[src/rtl/fc_pkg.sv]
// Shared types and helpers for the FC-layer input buffer sequencer.
// Holds the controller state encoding, buffer address width and sizing math.
package fc_pkg;

    typedef enum logic [1:0] {
        IDLE,
        FILL,
        READ,
        DONE
    } state_t;

    localparam int ADDR_W = 6;

    function automatic int ceil_div(input int a, input int b);
        return (a + b - 1) / b;
    endfunction

    function automatic int cnt_w(input int m);
        return (m > 1) ? $clog2(m) : 1;
    endfunction

endpackage

[src/rtl/fclayer_buffer_ctrl_if.sv]
// Write-side stream and read-side buffer controls of the FC input buffer.
// The controller takes the slave view; its environment takes the master view.
interface fclayer_buffer_ctrl_if
    import fc_pkg::*;
#(
    parameter int PE_Num = 8
);

    logic                  din_valid;
    logic                  din_ready;
    logic [2*PE_Num-1:0]   wdata_st;
    logic [ADDR_W-1:0]     buffer_waddr;
    logic                  rd_ready;
    logic                  rdata_st;
    logic [ADDR_W-1:0]     buffer_raddr;
    logic                  dout_valid;
    logic                  dout_last;

    modport master (
        output din_valid, rd_ready,
        input  din_ready, wdata_st, buffer_waddr,
        input  rdata_st, buffer_raddr, dout_valid, dout_last
    );

    modport slave (
        input  din_valid, rd_ready,
        output din_ready, wdata_st, buffer_waddr,
        output rdata_st, buffer_raddr, dout_valid, dout_last
    );

endinterface

[src/rtl/fc_wrap_counter.sv]
// Modulo-MOD counter with enable, synchronous clear and a wrap pulse.
// o_wrap is combinational: high when enabled while sitting at MOD-1.
module fc_wrap_counter #(
    parameter int MOD = 2,
    parameter int W   = 1
) (
    input  logic         clk,
    input  logic         rst,
    input  logic         i_clr,
    input  logic         i_en,
    output logic [W-1:0] o_cnt,
    output logic         o_wrap
);

    logic [W-1:0] r_cnt;
    logic         w_top;

    assign w_top  = (r_cnt == W'(MOD - 1));
    assign o_wrap = i_en & w_top;
    assign o_cnt  = r_cnt;

    always_ff @(posedge clk) begin
        if (rst || i_clr) begin
            r_cnt <= '0;
        end else if (i_en) begin
            r_cnt <= w_top ? '0 : r_cnt + 1'b1;
        end
    end

endmodule

[src/rtl/fclayer_buffer_ctrl.sv]
// FC-layer input buffer sequencer: bank-interleaved fill from the pooling
// stream, then PASS_NUM replays of DEPTH words to the PE array.
module fclayer_buffer_ctrl
    import fc_pkg::*;
#(
    parameter int dwidth   = 16,
    parameter int PE_Num   = 8,
    parameter int FEAT_NUM = 400,
    parameter int PASS_NUM = 15
) (
    input  logic                   clk,
    input  logic                   rst,
    input  logic                   layer_start,
    output logic                   layer_done,
    fclayer_buffer_ctrl_if.slave   bus
);

    localparam int NB        = 2 * PE_Num;
    localparam int DEPTH     = ceil_div(FEAT_NUM, NB);
    localparam int BW        = cnt_w(NB);
    localparam int PW        = cnt_w(PASS_NUM);
    localparam int LAST_BANK = (FEAT_NUM - 1) % NB;
    localparam int LAST_WORD = (FEAT_NUM - 1) / NB;
    // An illegal configuration simply never leaves IDLE.
    localparam bit PARAM_OK  = (dwidth > 0) && (PASS_NUM >= 1) &&
                               (FEAT_NUM >= 1) && (FEAT_NUM <= 64 * NB);

    state_t              r_state;
    state_t              w_next;
    logic [ADDR_W-1:0]   r_word_cnt;
    logic                r_dout_valid;
    logic                r_dout_last;

    logic [BW-1:0]       w_bank;
    logic                w_bank_wrap;
    logic [ADDR_W-1:0]   w_raddr;
    logic                w_raddr_wrap;
    logic [PW-1:0]       w_pass;
    logic                w_pass_wrap;
    logic                w_accept;
    logic                w_last_wr;
    logic                w_rd;
    logic [NB-1:0]       w_wdata_st;

    assign w_accept  = (r_state == FILL) & bus.din_valid;
    assign w_last_wr = w_accept &
                       (w_bank == BW'(LAST_BANK)) &
                       (r_word_cnt == ADDR_W'(LAST_WORD));
    assign w_rd      = (r_state == READ) & bus.rd_ready;

    fc_wrap_counter #(.MOD(NB), .W(BW)) u_bank_cnt (
        .clk    (clk),
        .rst    (rst),
        .i_clr  (r_state != FILL),
        .i_en   (w_accept),
        .o_cnt  (w_bank),
        .o_wrap (w_bank_wrap)
    );

    fc_wrap_counter #(.MOD(DEPTH), .W(ADDR_W)) u_raddr_cnt (
        .clk    (clk),
        .rst    (rst),
        .i_clr  (r_state != READ),
        .i_en   (w_rd),
        .o_cnt  (w_raddr),
        .o_wrap (w_raddr_wrap)
    );

    fc_wrap_counter #(.MOD(PASS_NUM), .W(PW)) u_pass_cnt (
        .clk    (clk),
        .rst    (rst),
        .i_clr  (r_state != READ),
        .i_en   (w_raddr_wrap),
        .o_cnt  (w_pass),
        .o_wrap (w_pass_wrap)
    );

    always_ff @(posedge clk) begin
        if (rst || r_state != FILL) begin
            r_word_cnt <= '0;
        end else if (w_bank_wrap) begin
            r_word_cnt <= r_word_cnt + 1'b1;
        end
    end

    always_ff @(posedge clk) begin
        if (rst) begin
            r_state <= IDLE;
        end else begin
            r_state <= w_next;
        end
    end

    always_comb begin
        w_next = r_state;
        unique case (r_state)
            IDLE: if (layer_start && PARAM_OK) w_next = FILL;
            FILL: if (w_last_wr) w_next = READ;
            READ: if (w_pass_wrap) w_next = DONE;
            DONE: w_next = IDLE;
            default: w_next = IDLE;
        endcase
    end

    always_comb begin
        w_wdata_st = '0;
        if (w_accept) begin
            w_wdata_st[w_bank] = 1'b1;
        end
    end

    // Read latency of the buffer is one cycle; track it here.
    always_ff @(posedge clk) begin
        if (rst) begin
            r_dout_valid <= 1'b0;
            r_dout_last  <= 1'b0;
        end else begin
            r_dout_valid <= w_rd;
            r_dout_last  <= w_rd & (w_raddr == ADDR_W'(DEPTH - 1));
        end
    end

    assign bus.din_ready    = (r_state == FILL);
    assign bus.wdata_st     = w_wdata_st;
    assign bus.buffer_waddr = r_word_cnt;
    assign bus.rdata_st     = w_rd;
    assign bus.buffer_raddr = w_raddr;
    assign bus.dout_valid   = r_dout_valid;
    assign bus.dout_last    = r_dout_last;
    assign layer_done       = (r_state == DONE);

    logic w_unused;
    assign w_unused = ^w_pass;

endmodule

[src/flat_wrapper.sv]
// flat-port wrapper written by rule: the top's interface ports become plain ports
module fclayer_buffer_ctrl_flat import fc_pkg::*;
#(
    parameter int dwidth   = 16,
    parameter int PE_Num   = 8,
    parameter int FEAT_NUM = 400,
    parameter int PASS_NUM = 15
)
  (clk, rst, layer_start, layer_done, bus_din_valid, bus_rd_ready, bus_din_ready, bus_wdata_st, bus_buffer_waddr, bus_rdata_st, bus_buffer_raddr, bus_dout_valid, bus_dout_last);
  fclayer_buffer_ctrl_if #(.PE_Num(PE_Num)) bus_i ();
  input  logic clk;
  input  logic rst;
  input  logic layer_start;
  output logic layer_done;
  input wire logic [$bits(bus_i.din_valid)-1:0] bus_din_valid;
  input wire logic [$bits(bus_i.rd_ready)-1:0] bus_rd_ready;
  output wire logic [$bits(bus_i.din_ready)-1:0] bus_din_ready;
  output wire logic [$bits(bus_i.wdata_st)-1:0] bus_wdata_st;
  output wire logic [$bits(bus_i.buffer_waddr)-1:0] bus_buffer_waddr;
  output wire logic [$bits(bus_i.rdata_st)-1:0] bus_rdata_st;
  output wire logic [$bits(bus_i.buffer_raddr)-1:0] bus_buffer_raddr;
  output wire logic [$bits(bus_i.dout_valid)-1:0] bus_dout_valid;
  output wire logic [$bits(bus_i.dout_last)-1:0] bus_dout_last;
  assign bus_i.din_valid = bus_din_valid;
  assign bus_i.rd_ready = bus_rd_ready;
  assign bus_din_ready = bus_i.din_ready;
  assign bus_wdata_st = bus_i.wdata_st;
  assign bus_buffer_waddr = bus_i.buffer_waddr;
  assign bus_rdata_st = bus_i.rdata_st;
  assign bus_buffer_raddr = bus_i.buffer_raddr;
  assign bus_dout_valid = bus_i.dout_valid;
  assign bus_dout_last = bus_i.dout_last;
  fclayer_buffer_ctrl #(.dwidth(dwidth), .PE_Num(PE_Num), .FEAT_NUM(FEAT_NUM), .PASS_NUM(PASS_NUM)) u_core (.clk(clk), .rst(rst), .layer_start(layer_start), .layer_done(layer_done), .bus(bus_i));
endmodule
[config.mk]
export PLATFORM = sky130hd
export DESIGN_NAME = fclayer_buffer_ctrl_flat
export DESIGN_NICKNAME = d
export VERILOG_FILES = /design/src/rtl/fc_pkg.sv /design/src/rtl/fclayer_buffer_ctrl_if.sv /design/src/rtl/fc_wrap_counter.sv /design/src/rtl/fclayer_buffer_ctrl.sv /design/src/flat_wrapper.sv
export SDC_FILE = /design/constraint.sdc
export NUM_CORES = 1
export LEC_CHECK = 0
export BUFFER_PORTS_ARGS = -buffer_cell sky130_fd_sc_hd__buf_4
export CAP_MARGIN = 20
export CORE_MARGIN = 4
export CORE_UTILIZATION = 55
export CTS_CLUSTER_SIZE = 14
export DETAILED_ROUTE_END_ITERATION = 16
export PLACE_DENSITY_LB_ADDON = 0.1
export SLEW_MARGIN = 15
export SYNTH_ARGS = -nofsm -noshare
export SYNTH_HDL_FRONTEND = slang
export SYNTH_SLANG_ARGS = --single-unit
[constraint.sdc]
create_clock -name clk -period 5.5 [get_ports clk]
set_input_delay 0.275 -clock clk [delete_from_list [all_inputs] [get_ports clk]]
set_output_delay 0.275 -clock clk [all_outputs]
set_load 0.005 [all_outputs]
Word level (Yosys, flattened, before mapping)
Cells that the tools add are included.
- add/sub/neg operators: 4
- order comparisons: 2
- equality and inequality tests: 12
- mux-type cells: 10
- bitwise logic cells: 6
- reduce and logical (&&, ||, !) cells: 5
- operators by type and width (operator ; count):
    $mux W16 ; 1
    $add A6 B1 Y6 const B ; 2
    $eq A6 B5 Y1 const B ; 2
    $add A4 B1 Y4 const B ; 2
    $eq A4 B4 Y1 const B ; 2
    $mux W4 ; 2
    $pmux W2 S4 ; 1
    $and A1 B1 Y1 ; 6
    $mux W2 ; 3
    $mux W6 ; 1
    $ne A2 B2 Y1 const B ; 3
    $lt A4 B5 Y1 const B ; 1
    $demux W1 S4 ; 1
    $eq A2 B2 Y1 const B ; 2
    $ge A4 B1 Y1 const B ; 1
    $ne A2 B1 Y1 const B ; 2
    $reduce_and A3 Y1 ; 1
    $eq A2 B1 Y1 const B ; 1
    $logic_not A2 Y1 ; 1
    $logic_or A1 B1 Y1 ; 2
    $logic_and A1 B1 Y1 ; 1
    $mux W1 ; 1
- bits in registers: 24
- input port bits: 5

Longest topological paths before layout
Gate-level depths: netlist (run 1).
- depth in word-level cells: 6
- mapped depth: 8

Hierarchy
Synthesis (run 1) repeated with hierarchy kept, for this count alone.
- cells, all modules: 151
- area total of the unflattened synthesis: 1323.8 um2
- modules (own cells, without submodules) (module ; times used ; cells each ; area each (um2) ; seq. area each (um2)):
    fclayer_buffer_ctrl ; 1 ; 81 ; 670.6 ; 200.2
    fc_wrap_counter (u_core.u_raddr_cnt) ; 1 ; 31 ; 291.5 ; 120.1
    fc_wrap_counter (u_core.u_pass_cnt) ; 1 ; 22 ; 187.7 ; 80.1
    fc_wrap_counter (u_core.u_bank_cnt) ; 1 ; 17 ; 173.9 ; 80.1

Worst setup path after synthesis (run 1)
OpenSTA, ideal clock, no wires.
- kind: reg2reg
- start point: reg u_core.r_state[1]
- end point: reg u_core.r_state[1]
- arrival: 1.913 ns
- data required time: 5.428 ns
- slack: 3.515 ns
- cell stages (with the launch flop): 8
- buffers on the path: 1
- period minus slack after synthesis: 1.985 ns
- cells stage by stage: dfxtp_1 > inv_1 > ha_1 > buf_6 > nand3_1 > or4_1 > a222oi_1 > mux2i_1
- cells in the longest elaborated chain, start to end: 6
- elaborated cells on any way between the ends: 15
- classes of those cells: eq/ne (6); mux (1); bitwise (6); reduce/logical (2)
- ends and longest elaborated chain (element ; line ; text):
    start, declared ; fclayer_buffer_ctrl.sv:28 ; state_t r_state;
    start signal, assigned ; fclayer_buffer_ctrl.sv:90 ; r_state <= w_next;
    $eq A2 B1 Y1 * ; -- ;
    named net bus_din_ready ; flat_wrapper.sv:17 ; output wire logic [$bits(bus_i.din_ready)-1:0] bus_din_ready;
    $and A1 B1 Y1 ; fclayer_buffer_ctrl.sv:45 ; assign w_accept = (r_state == FILL) & bus.din_valid;
    $and A1 B1 Y1 ; fclayer_buffer_ctrl.sv:46 ; assign w_last_wr = w_accept &
    $and A1 B1 Y1 ; fclayer_buffer_ctrl.sv:47 ; (w_bank == BW'(LAST_BANK)) &
    $ne A2 B1 Y1 (no line) ; -- ;
    $reduce_and A3 Y1 (no line) ; -- ;
Mark *: on every way through the listed nets, which the timed path passes. The rest lies on a longest branch.
A chain may end at the register's enable or synchronous reset.

Worst setup path after layout (run 1)
- start point: reg u_core.r_state[1]
- end point: reg u_core.r_state[1]
- cells in the longest elaborated chain, start to end: 6
- elaborated cells on any way between the ends: 15
- classes of those cells: eq/ne (6); mux (1); bitwise (6); reduce/logical (2)
- ends and longest elaborated chain (element ; line):
    $eq A2 B2 Y1 or $eq A2 B1 Y1 (tied branches) ; fclayer_buffer_ctrl.sv:49, fclayer_buffer_ctrl.sv:96, fclayer_buffer_ctrl.sv:45
    $and A1 B1 Y1, on equally long branches ; fclayer_buffer_ctrl.sv:49, fclayer_buffer_ctrl.sv:45
    $and A1 B1 Y1, on equally long branches ; fc_wrap_counter.sv:19, fclayer_buffer_ctrl.sv:46
    $and A1 B1 Y1, on equally long branches ; fc_wrap_counter.sv:19, fclayer_buffer_ctrl.sv:47
    $ne A2 B2 Y1 (no line) or $ne A2 B1 Y1 (tied branches) ; --
    $reduce_and A3 Y1 (no line) ; --
Several ways; a longest one is shown, not always the timed one.

==> impl_metrics.toml, run 1 <==
[outcome]
outcome = "completed"

[clocking]
clockBufferDepth = 2
post_cts_resized = 0
cts_sinks = 24
post_cts_buffers = 0
root_buffer = "clkbuf_4"
cts_tree = "yes"
clkTransAtPathRegs_ps = 130
cts_buffers = 3
ctsHoldBuffers = 0
clkLatencyLatePin_ps = 310
h-tree-depth = 1

[setup_path]
startpoint_type = "flop"
cp.required_ps = 5760
critPathArrivalTime_ps = 2710
r2r-start = "u_core.r_state[1]"
rr_endpoint = "u_core.r_state[1]"
crit_path_cell_trace = "inv_1 -> ha_1 -> nand3_1 -> or4_1 -> a222oi_1 -> mux2i_1"
end_kind = "flop"
critPathMaxStageDelay_ps = 590
critPathKind = "flop to flop"
crit_slowest_cell = "or4_1"
crit_path_max_fanout = 11
r2r_slack_ps = 3040
worstRegToRegCells = 6

[synth]
ys_warn_count = 0
synthTopCellsByArea = "dfxtp_1, ha_1, nor2_1"
synth-async-reset-ratio_pct = 0
synth_seq_area_share_pct = 34.66
synthCells = 167
syn_area_mm2 = 0.001386
yosys_most_used_dff = "dfxtp_1"
synth_seq_cells = 24
syn_nets = 185
synth_top_area_share_pct = 34.66
syn-mean-instance-area_um2 = 8.301
synth_cell_types = 35
synth_top_cell_by_area = "dfxtp_1"
synth-edff-count = 0

[sta]
final-hold-violation-count = 0
relSlewSlack_pct = 71.39
fmax_mhz = 407.0
finalSetupViolations = 0
skew_ps = 10.30
post-route-min-period_ps = 2457
fin_tns_setup_ps = 0
worstMarginPinSlew_ps = 429.1
post-route-period-util_pct = 44.68
holdWs_ps = 155.3
slew_viol_final = 0
rsz0062_at_grt = "no"

[finish]
layout.nets = 217
num-fill-cells = 181
insertedDiodeCount = 0
area_growth_pct = 21.21
drive_above_1_share_pct = 21.21

[worst_hold_path]
hold_path_depth = 2
hold_class = "input pin to flop"
min_from = "rst"
hold-path-endpoint = "u_core.bus.dout_last"

[run]
max_cap_viol_count = 0

[routing]
via_count = 1198
drtIter0Drc = 28
drtAntennaViolNets = 0
vias_per_cell = 5.301
dr.pass1.iters = 4
wl_per_cell_um = 12.36
drc = 0
wl_mm = 2.794

[pwr]
comb_power_share_pct = 25.4
seqPwrFrac_pct = 45.0
p_clk_share_pct = 29.5
power_density_mw_per_mm2 = 251.9
vdd_drop_max_v = 0.0001805
p_int_uw = 303.4
leakagePower_uw = 0.0006832
p_sw_uw = 119.8
p_sw_share_pct = 28.31

[floorplanning]
initial_core_util_pct = 60.35
die-area_mm2 = 0.003388
ios = 38
die_x_um = 58.21
die_h_um = 58.21
core_mm2 = 0.002297
rows = 17

[grt]
grt_max_degree = 15
grt_use_total_pct = 17.61
antenna_found_initial = 0
grt_pass1_wl_mm = 4.719
grt_pass1_vias = 1119
grt_overflow = 0

[placed_design]
portBuffers = 37
dpl.hpwl_mm = 2.217
routabilityCongestion = 0.8625
==> registers in the layout, summed over array words and instances, names as in the netlist <==
name,flops
u_core.bus.buffer_waddr,6
u_core.u_raddr_cnt.o_cnt,6
u_core.bus.dout_valid,1
u_core.r_state,2
u_core.u_bank_cnt.o_cnt,4
u_core.u_pass_cnt.o_cnt,4
u_core.bus.dout_last,1
==> worst max-delay path: cells and delay by family, from the launching register on <==
kind,cells,cell delay (ps)
compound gates,1,470
fa+ha+maj,1,320
buf+inv,1,110
flops,1,360
mux,1,220
simple gates,2,920
==> cell type report <==
cell class | count | area, um^2 | area share [%]
Clock buffer | 3 | 22.52 | 1.340
Clock inverter | 1 | 30.03 | 1.787
Inverter | 11 | 41.29 | 2.457
Multi-Input combinational cell | 122 | 793.3 | 47.21
Sequential cell | 24 | 480.5 | 28.59
Tap cell | 28 | 35.03 | 2.085
Timing Repair Buffer | 37 | 277.8 | 16.53
==> cells in the mapped netlist (all sizes together) (5+ instances only) <==
cell	number
nand3	6
nor2	30
dfxtp	24
inv	9
xor2	6
nand2b	6
a21oi	5
ha	13
buf	6
nand2	12
nor3	8
xnor2	7
nand4	5
==> layer usage <==
layer,vias to the layer above,wire [um],global-route usage [%]
li1,619,-,-
met1,538,1169,19.43
met2,39,1405,32.74
met3,2,200,3.341
met4,0,18,6.954
met5,-,0,0
==> kinds of logic (layout without fill, tap and decap cells) <==
group	after synthesis	after routing	share of synthesized area [%]
adder cells (fa/ha/maj)	13	13	11.73
AO/OA/AOI/OAI	12	12	5.505
multiplexers	4	4	2.888
XOR/XNOR	13	13	8.213
flip-flops	24	24	34.66
AND/OR/NAND/NOR	80	80	28.88
buffers and inverters	21	52	8.122
==> power by group through the flow <==
stage                     registers [uW]  logic, uW  clock network (uW)
after floorplan                      192       84.9                   0
after global placement               193        104                   0
after detailed placement             194        108                   0
after CTS                            191        109                 129
after global routing                 193        122                 136
final                                191        108                 125
==> worst max path at each step <==
stage                 startpoint           endpoint  depth (start not counted)
2_1_floorplan  u_core.r_state[1]  u_core.r_state[1]                          7
3_3_place_gp   u_core.r_state[1]  u_core.r_state[1]                          6
3_5_place_dp   u_core.r_state[1]  u_core.r_state[1]                          6
4_1_cts        u_core.r_state[1]  u_core.r_state[1]                          6
5_1_grt        u_core.r_state[1]  u_core.r_state[1]                          6
6_report       u_core.r_state[1]  u_core.r_state[1]                          6
==> cell usage in the layout (no fill, tap or decap), types with 2 or more instances in the layout <==
cell	n
clkinv_1	2
nand2_1	12
nand2b_1	6
xor2_1	6
a21oi_1	5
mux2i_1	4
dfxtp_1	24
nand3_1	6
buf_4	37
nor4_1	2
clkbuf_4	3
or3b_1	2
inv_1	9
nor3_1	8
ha_1	13
nor2_1	30
xnor2_1	7
nand4_1	5
==> per-stage QoR <==
stage / worst slack, ps / total power [uW] / utilization (%) / cells / area (um^2)
after floorplan: 3515 / 277.2 / - / 167 / 1386
after global placement: 3166 / 296.9 / 70.86 / 222 / 1628
after detailed placement: 3069 / 302.8 / 70.86 / 222 / 1628
after CTS: 3034 / 428.4 / 73.15 / 226 / 1680
after global routing: 2776 / 450.1 / 73.15 / 226 / 1680
final: 3043 / 423.2 / 73.15 / 226 / 1680
Note: power is estimated with default switching activity, not from simulation.
==> inputs of run 2 (changes only) <==
- CORE_ASPECT_RATIO: unset -> 2
- CORE_UTILIZATION: 55 -> 46
- clock period: 5.5 -> 2.2 ns (I/O delays scaled with it)
==> impl_metrics.toml, run 2 (synthesized netlist as in run 1, its figures left out) <==
[floorplanning]
initial_core_util_pct = 47.11
core_mm2 = 0.002943
rows = 28
die_x_um = 46.82
ios = 38
die_h_um = 85.64
die-area_mm2 = 0.004009

[worst_hold_path]
min_from = "rst"
hold_path_depth = 2
hold_class = "input pin to flop"
hold-path-endpoint = "u_core.bus.dout_last"

[placed_design]
placedInstanceArea_mm2 = 0.001668
routabilityCongestion = 0.8261
portBuffers = 37
dp_slack_ps = 128.4
dpl.hpwl_mm = 2.679

[setup_path]
crit_family = "simple AND/OR/NAND/NOR gates"
crit_slowest_cell = "a222oi_1"
r2r_slack_ps = 150
critPathKind = "flop to flop"
crit_path_cell_trace = "inv_1 -> ha_1 -> or3b_1 -> or4_1 -> a222oi_1 -> mux2i_1"
crit_path_max_fanout = 5
startpoint_type = "flop"
end_kind = "flop"
worstRegToRegCells = 6
r2r-start = "u_core.bus.buffer_waddr[0]"
path_buf_inv = 1
critPathArrivalTime_ps = 2250
cp.required_ps = 2400
critPathMaxStageDelay_ps = 430
rr_endpoint = "u_core.r_state[1]"

[sta]
post-route-min-period_ps = 2049
slew_viol_final = 0
fmax_mhz = 488.2
final-hold-violation-count = 0
worstMarginPinSlew_ps = 415.2
fin_tns_setup_ps = 0
relSlewSlack_pct = 72.32
finalSetupViolations = 0
worst_slack_ps = 151.5
rsz0062_at_grt = "no"
skew_ps = 1.237
post-route-period-util_pct = 93.11
holdWs_ps = 42.70

[grt]
gr-usage-met2_pct = 33.83
use_met3_pct = 1.891
use_met1_pct = 19.48
grt_pass1_vias = 1301
grt_pass1_wl_mm = 5.658
grt_max_degree = 15
antenna_found_initial = 0
grt_use_total_pct = 18.53
busiest_layer = "met2"
grt_overflow = 0

[routing]
drtAntennaViolNets = 0
dr.pass1.iters = 4
vias_per_cell = 5.348
via_count = 1246
wl_per_cell_um = 13.74
wl_mm = 3.202
drc = 0
drtIter0Drc = 20

[clocking]
cts_tree = "yes"
clkTransAtPathRegs_ps = 80
cts_buffers = 3
clockBufferDepth = 2
post_cts_buffers = 0
h-tree-depth = 1
root_buffer = "clkbuf_8"
cts_sinks = 24
clkLatencyLatePin_ps = 260

[pwr]
power_density_mw_per_mm2 = 655.1
vdd_drop_max_v = 0.0004654
leakagePower_uw = 0.0007162

[finish]
final_cell_mix = "buf_4, nor2_1, dfxtp_1, ha_1, nand2_1"
multi_input_area_um2 = 793.3
finalInstanceArea_mm2 = 0.001742
num-fill-cells = 284
insertedDiodeCount = 0
layout.nets = 222
area_growth_pct = 25.63
seq_area_um2 = 483.0
drive_above_1_share_pct = 24.14
layout_commonest_cell = "buf_4"

[outcome]
outcome = "completed"

[run]
max_cap_viol_count = 0
run 2: cell type report:
type                    count  share of cell area (%)
clock buffers               3                   2.371
repair buffers             42                   18.10
clock inverters             1                   1.724
inverters                  11                   2.371
flip-flops and latches     24                   27.73
multi-input cells         122                   45.55
well taps                  30                   2.155
run 2: through the flow:
step	cells	total power (uW)	utilization, %
final	233	1141	59.18
after global routing	233	1213	59.18
after CTS	233	1160	59.10
after detailed placement	229	772.9	56.68
after global placement	229	759.7	56.68
after floorplan	167	693.1	-
run 2: how the worst max path moves through the flow:
stage	start	endpoint	slack, ps	cells after the start
floorplan	u_core.r_state[1]	u_core.r_state[1]	220	7
global placement	u_core.bus.buffer_waddr[0]	u_core.r_state[1]	160	6
detailed placement	u_core.bus.buffer_waddr[0]	u_core.r_state[1]	130	6
CTS	u_core.bus.buffer_waddr[0]	u_core.r_state[1]	90	6
global route	u_core.bus.buffer_waddr[0]	u_core.r_state[1]	7	6
finish	u_core.bus.buffer_waddr[0]	u_core.r_state[1]	150	6
run 2: report_power, final:
group          internal (uW)  switching [uW]
registers                455            19.5
clock network            243             137
logic                    128             158
run 2: per-layer routing:
metal / share of wire, % / up-vias
met1: 35 / 573
li1: - / 624
met2: 56 / 41
met4: 2.6 / 0
met3: 6.5 / 8
met5: 0 / -
run 2: what timing repair did:
action | in CTS | in global routing
hold buffers | 0 | 0
endpoints found under the setup margin | 0 | 1
resized for setup | 0 | 2
